--- src/rtl/cell_comm_fa_packet_tx.sv ---
// cell_comm_fa_packet_tx
//   Builds one fast-acquisition cell-comm packet per FA strobe and streams it into the TX
//   AXI-Stream of one Aurora cell-comm link. BPM X/Y positions and the cell index are snapshot
//   on an accepted strobe. The packet is: header {MAGIC, 6'b0, cellIndex}, sequence word, then
//   X[0], Y[0], X[1], Y[1], ... . All logic runs on the Aurora user clock.
//
// Parameters
//   BPM_COUNT  local BPMs per packet (1..8)
//   MAGIC      header tag placed in header word [31:16]
//   SEQ_INIT   sequence counter value after reset (normally 0)
//
// Ports
//   auroraUserClk     Aurora user clock
//   auroraUserResetN  asynchronous active-low reset
//   channelUp         Aurora channel up; loss while busy aborts the packet
//   faStrobe          single-cycle request for one packet
//   cellIndex         this cell's index, sampled on an accepted strobe
//   bpmData           {Y[n],X[n],...,Y[0],X[0]}, sampled on an accepted strobe
//   axisTxTvalid/Tlast/Tdata/Tready  AXI-Stream TX towards the Aurora core
//   busy              packet in progress
//   seqNumber         sequence counter value after the last fully sent packet
//   overrunCount      strobes dropped because busy (saturating)
//   dropCount         strobes dropped because the channel was down (saturating)
//   abortCount        packets aborted by channel loss (saturating)

module cell_comm_fa_packet_tx #(
    parameter int unsigned BPM_COUNT = 4,
    parameter logic [15:0] MAGIC     = 16'hA5BE,
    parameter logic [31:0] SEQ_INIT  = 32'h0000_0000
) (
    input  logic                   auroraUserClk,
    input  logic                   auroraUserResetN,
    input  logic                   channelUp,
    input  logic                   faStrobe,
    input  logic [9:0]             cellIndex,
    input  logic [BPM_COUNT*64-1:0] bpmData,
    output logic                   axisTxTvalid,
    output logic                   axisTxTlast,
    output logic [31:0]            axisTxTdata,
    input  logic                   axisTxTready,
    output logic                   busy,
    output logic [31:0]            seqNumber,
    output logic [15:0]            overrunCount,
    output logic [15:0]            dropCount,
    output logic [15:0]            abortCount
);

    localparam int unsigned NumData = 2 * BPM_COUNT;
    localparam int unsigned IdxW    = (NumData > 1) ? $clog2(NumData) : 1;
    localparam logic [IdxW-1:0] LastIdx = IdxW'(NumData - 1);

    typedef enum logic [1:0] {StIdle, StHeader, StSeq, StData} stateT;

    stateT                     state;
    logic [IdxW-1:0]           wordIdx;
    logic [IdxW-1:0]           nextIdx;
    logic [31:0]               seqCounter;
    // Same bit layout as bpmData, so element k is data word k (X0, Y0, X1, ...).
    logic [NumData-1:0][31:0]  snapshot;

    function automatic logic [15:0] satInc(input logic [15:0] value);
        return (value == 16'hFFFF) ? value : value + 16'd1;
    endfunction

    assign nextIdx = wordIdx + IdxW'(1);
    assign busy    = (state != StIdle);

    always_ff @(posedge auroraUserClk or negedge auroraUserResetN) begin
        if (!auroraUserResetN) begin
            state        <= StIdle;
            wordIdx      <= '0;
            seqCounter   <= SEQ_INIT;
            snapshot     <= '0;
            axisTxTvalid <= 1'b0;
            axisTxTlast  <= 1'b0;
            axisTxTdata  <= 32'h0;
            seqNumber    <= 32'h0;
            overrunCount <= 16'h0;
            dropCount    <= 16'h0;
            abortCount   <= 16'h0;
        end else if (state == StIdle) begin
            if (faStrobe) begin
                if (channelUp) begin
                    snapshot     <= bpmData;
                    axisTxTdata  <= {MAGIC, 6'b0, cellIndex};
                    axisTxTvalid <= 1'b1;
                    axisTxTlast  <= 1'b0;
                    state        <= StHeader;
                end else begin
                    dropCount <= satInc(dropCount);
                end
            end
        end else begin
            if (faStrobe) begin
                overrunCount <= satInc(overrunCount);
            end
            // Channel loss wins over a handshake in the same cycle.
            if (!channelUp) begin
                state        <= StIdle;
                axisTxTvalid <= 1'b0;
                axisTxTlast  <= 1'b0;
                axisTxTdata  <= 32'h0;
                abortCount   <= satInc(abortCount);
            end else if (axisTxTready) begin
                case (state)
                    StHeader: begin
                        axisTxTdata <= seqCounter;
                        state       <= StSeq;
                    end
                    StSeq: begin
                        axisTxTdata <= snapshot[0];
                        axisTxTlast <= (LastIdx == '0);
                        wordIdx     <= '0;
                        state       <= StData;
                    end
                    StData: begin
                        if (wordIdx == LastIdx) begin
                            axisTxTvalid <= 1'b0;
                            axisTxTlast  <= 1'b0;
                            seqCounter   <= seqCounter + 32'd1;
                            seqNumber    <= seqCounter + 32'd1;
                            state        <= StIdle;
                        end else begin
                            wordIdx     <= nextIdx;
                            axisTxTdata <= snapshot[nextIdx];
                            axisTxTlast <= (nextIdx == LastIdx);
                        end
                    end
                    default: state <= StIdle;
                endcase
            end
        end
    end

endmodule

--- config.mk ---
export PLATFORM = sky130hd
export DESIGN_NAME = cell_comm_fa_packet_tx
export DESIGN_NICKNAME = d
export VERILOG_FILES = /design/src/rtl/cell_comm_fa_packet_tx.sv
export SDC_FILE = /design/constraint.sdc
export NUM_CORES = 1
export LEC_CHECK = 0
export BUFFER_PORTS_ARGS = -buffer_cell sky130_fd_sc_hd__buf_2
export CORE_UTILIZATION = 25
export DETAILED_ROUTE_END_ITERATION = 10
export HOLD_SLACK_MARGIN = 0.03
export PLACE_DENSITY = 0.51
export SYNTH_ARGS = -nofsm -noshare
export SYNTH_HDL_FRONTEND = slang
export SYNTH_SLANG_ARGS = --single-unit
--- constraint.sdc ---
create_clock -name auroraUserClk -period 7.27 [get_ports auroraUserClk]
set_input_delay 0.727 -clock auroraUserClk [delete_from_list [all_inputs] [get_ports auroraUserClk]]
set_output_delay 0.727 -clock auroraUserClk [all_outputs]
set_load 0.01 [all_outputs]
==> metrics.csv <==
stage;metric;value;unit
power;Power, Total;8720;uW
floorplan;Core ar.;68600;um2
setup_path;R2R setup slack;3750;ps
placement;Placed Cells;2536;
yosys;Seq cells post-synth;375;
setup_path;CP arrival;4020;ps
grt;first-pass GRT wire length;84300;um
clock_network;H-tree Lvls;2;
yosys;top post-synthesis cells by area;dfrtp_1 54%, mux2_2 17%, mux4_2 6.6%, xnor2_1 1.8%, xor2_1 1.8%;
grt;GRT Residual Overflow;0;
sta;max-slew violation count;0;
routing;drt pass-1 iters;5;
grt;vias in the first global route;12700;
clock_network;Worst-Skew Late Latency;580;ps
floorplan;placement row count;96;
sta;post-layout min period;3520;ps
clock_network;post-CTS setup buffers;0;
yosys;Mean Syn Cell Area;13.5;um2
yosys;synth cell count leaders;375 x dfrtp_1, 269 x mux2_2, 65 x nand2_1;
clock_network;clock sinks;375;
placement;Final HPWL DP;41400;um
yosys;Yosys top cell by area;dfrtp_1;
yosys;Netlist cell types;57;
routing;DRC violations left;0;
sta;worst slew pin tran;1210;ps
floorplan;Die W;265;um
setup_path;CP max FO;40;
placement;port buffer count;385;
sta;skew final;15.1;ps
setup_path;CP Launch Type;flop;
yosys;EDFF count, synth;0;
clock_network;clk buf depth;3;
final_layout;area of the multi-input gates;7590;um2
final_layout;Design Area, Final;21800;um2
setup_path;Critical Path RT;7770;ps
floorplan;Initial Util;0.253;
sta;headroom to the max-slew limit;0.194;
clock_network;Inserted Clock Buffers;47;
final_layout;Final Non-Filler Cells;2627;
grt;GRT Resource Usage Total;0.161;
clock_network;TritonCTS clock tree;yes;
setup_path;path type of the worst setup path;reg -> reg;
power;pwr dens;400;nW/um2
yosys;asr flop ratio synth;1.00;
clock_network;Post-CTS Hold Buffers;0;
routing;via density per instance;4.64;
floorplan;Die H;265;um
grt;largest net degree at the start of global routing;174;
setup_path;critical path capture point type;flop;
yosys;sequential element share of the synthesized area;0.541;
routing;vias;12200;
sta;Fin. Hold Viols;0;
yosys;top_reg_cell synth;dfrtp_1;
routing;antenna-violating nets left;0;
yosys;top-count cell post-synth;dfrtp_1;
floorplan;Boundary Pins;386;
placement;GP Congestion;0.825;
sta;worst hold margin;171;ps
placement;DP Area;20200;um2
yosys;Synthesized Nets;1565;
routing;Detailed Route Iter0 Violations;689;
status;status;finished clean;
job;Max-cap violations;0;
clock_network;clk slew on worst S/H paths;60;ps
sta;Fmax;284;MHz
grt;initial antenna violation count;25;
yosys;Synth Instances;1283;
yosys;Ys Warns;0;
yosys;top-area cell type share of the netlist area;0.541;
worst_hold_path;Hold/Removal Path Class;in -> async;
sta;RSZ-0062 raised after global routing;no;
power;Peak VDD IR;194;uV
clock_network;post-CTS sizing;0;
final_layout;Filler cells;6914;
power;Leak;0.00980;uW
floorplan;die area;70400;um2
sta;setup TNS;0;ps
sta;period utilisation layout;0.484;
clock_network;clk root buf;clkbuf_16;
final_layout;nets;1936;
final_layout;Syn-to-layout area delta;25.8;%
final_layout;register area;9390;um2
sta;number of setup violations in the final report;0;
routing;wire length per cell;21.7;um
yosys;Cell Area, Synth;17300;um2
routing;final wirelength;57000;um
final_layout;layout cells sized above 1;0.484;
==> area by class of cell <==
class,instances,area share
Sequential cell,375,0.430
Multi-Input combinational cell,821,0.348
Timing Repair Buffer,397,0.0935
Clock buffer,65,0.0611
Tap cell,931,0.0534
Clock inverter,21,0.0111
Inverter,12,0.00206
Antenna cell,5,0.000573
==> power by group <==
group          internal, uW  switching, uW  total (uW)
clock network          1430            966        2400
logic                  1480           1350        2830
registers              2940            557        3500
total                  5850           2870        8720
==> kinds of logic (layout without fill, tap and decap cells) <==
family,count (synthesis),after routing,synth area share
AOI/OAI and AO/OA,137,137,0.0529
xor gates and xnor gates,72,72,0.0364
adders and majority gates,11,11,0.00794
buffers and inverters,87,495,0.0227
DFF,375,375,0.541
muxes,345,345,0.255
other,0,5,0
and+or+nand+nor,256,256,0.0835
==> worst paths after layout <==
kind                                    end  depth (start not counted)        startpoint
max in group asynchronous     snapshot[219]                          2  auroraUserResetN
hold reg to reg               abortCount[9]                          1     abortCount[9]
min in group auroraUserClk    snapshot[183]                          2      bpmData[183]
setup reg to reg            axisTxTdata[17]                          8        wordIdx[0]
hold / removal                dropCount[14]                          1  auroraUserResetN
setup / recovery            axisTxTdata[17]                          8        wordIdx[0]
==> sequential cells by signal, indices dropped and copies added, names as in the netlist <==
register / count
abortCount: 16
axisTxTdata: 32
axisTxTlast: 1
axisTxTvalid: 1
dropCount: 16
overrunCount: 16
seqCounter: 32
snapshot: 256
state: 2
wordIdx: 3
==> per-layer routing <==
layer / part of all wire / GRT usage
met4: 0.022 / 0.0437
met2: 0.47 / 0.255
met1: 0.44 / 0.214
met5: 0.0035 / 0
met3: 0.067 / 0.0448
==> per-stage QoR <==
step           setup WS [ps]  utilization
3_5_place_dp            3640        0.295
6_report                3750        0.318
3_3_place_gp            3650        0.295
2_1_floorplan           4630            -
4_1_cts                 3620        0.318
5_1_grt                 3480        0.318
==> critical path, cell delays in order (launching register included) <==
cell	delay [ps]
dfrtp_4	700
inv_1	190
ha_4	720
buf_4	740
mux4_2	340
nor2b_1	60
a21oi_1	390
nand3_1	130
a21oi_1	140
==> layout by cell type, fill, tap and decap left out, types with 10 or more instances in the layout <==
cell	count
a2111oi_0	10
a21oi_1	39
a22o_1	15
a22oi_1	12
and3_1	11
buf_2	384
buf_4	11
clkbuf_16	47
dfrtp_1	374
inv_1	12
mux2_2	269
mux2i_1	25
mux4_2	51
nand2_1	65
nand2b_1	10
nand3_1	36
nand4_1	17
nor2_1	28
nor2b_1	14
nor3_1	13
nor3b_1	24
o21ai_0	21
o22ai_1	15
xnor2_1	36
xor2_1	36
Power figures use the tool's default switching activity.
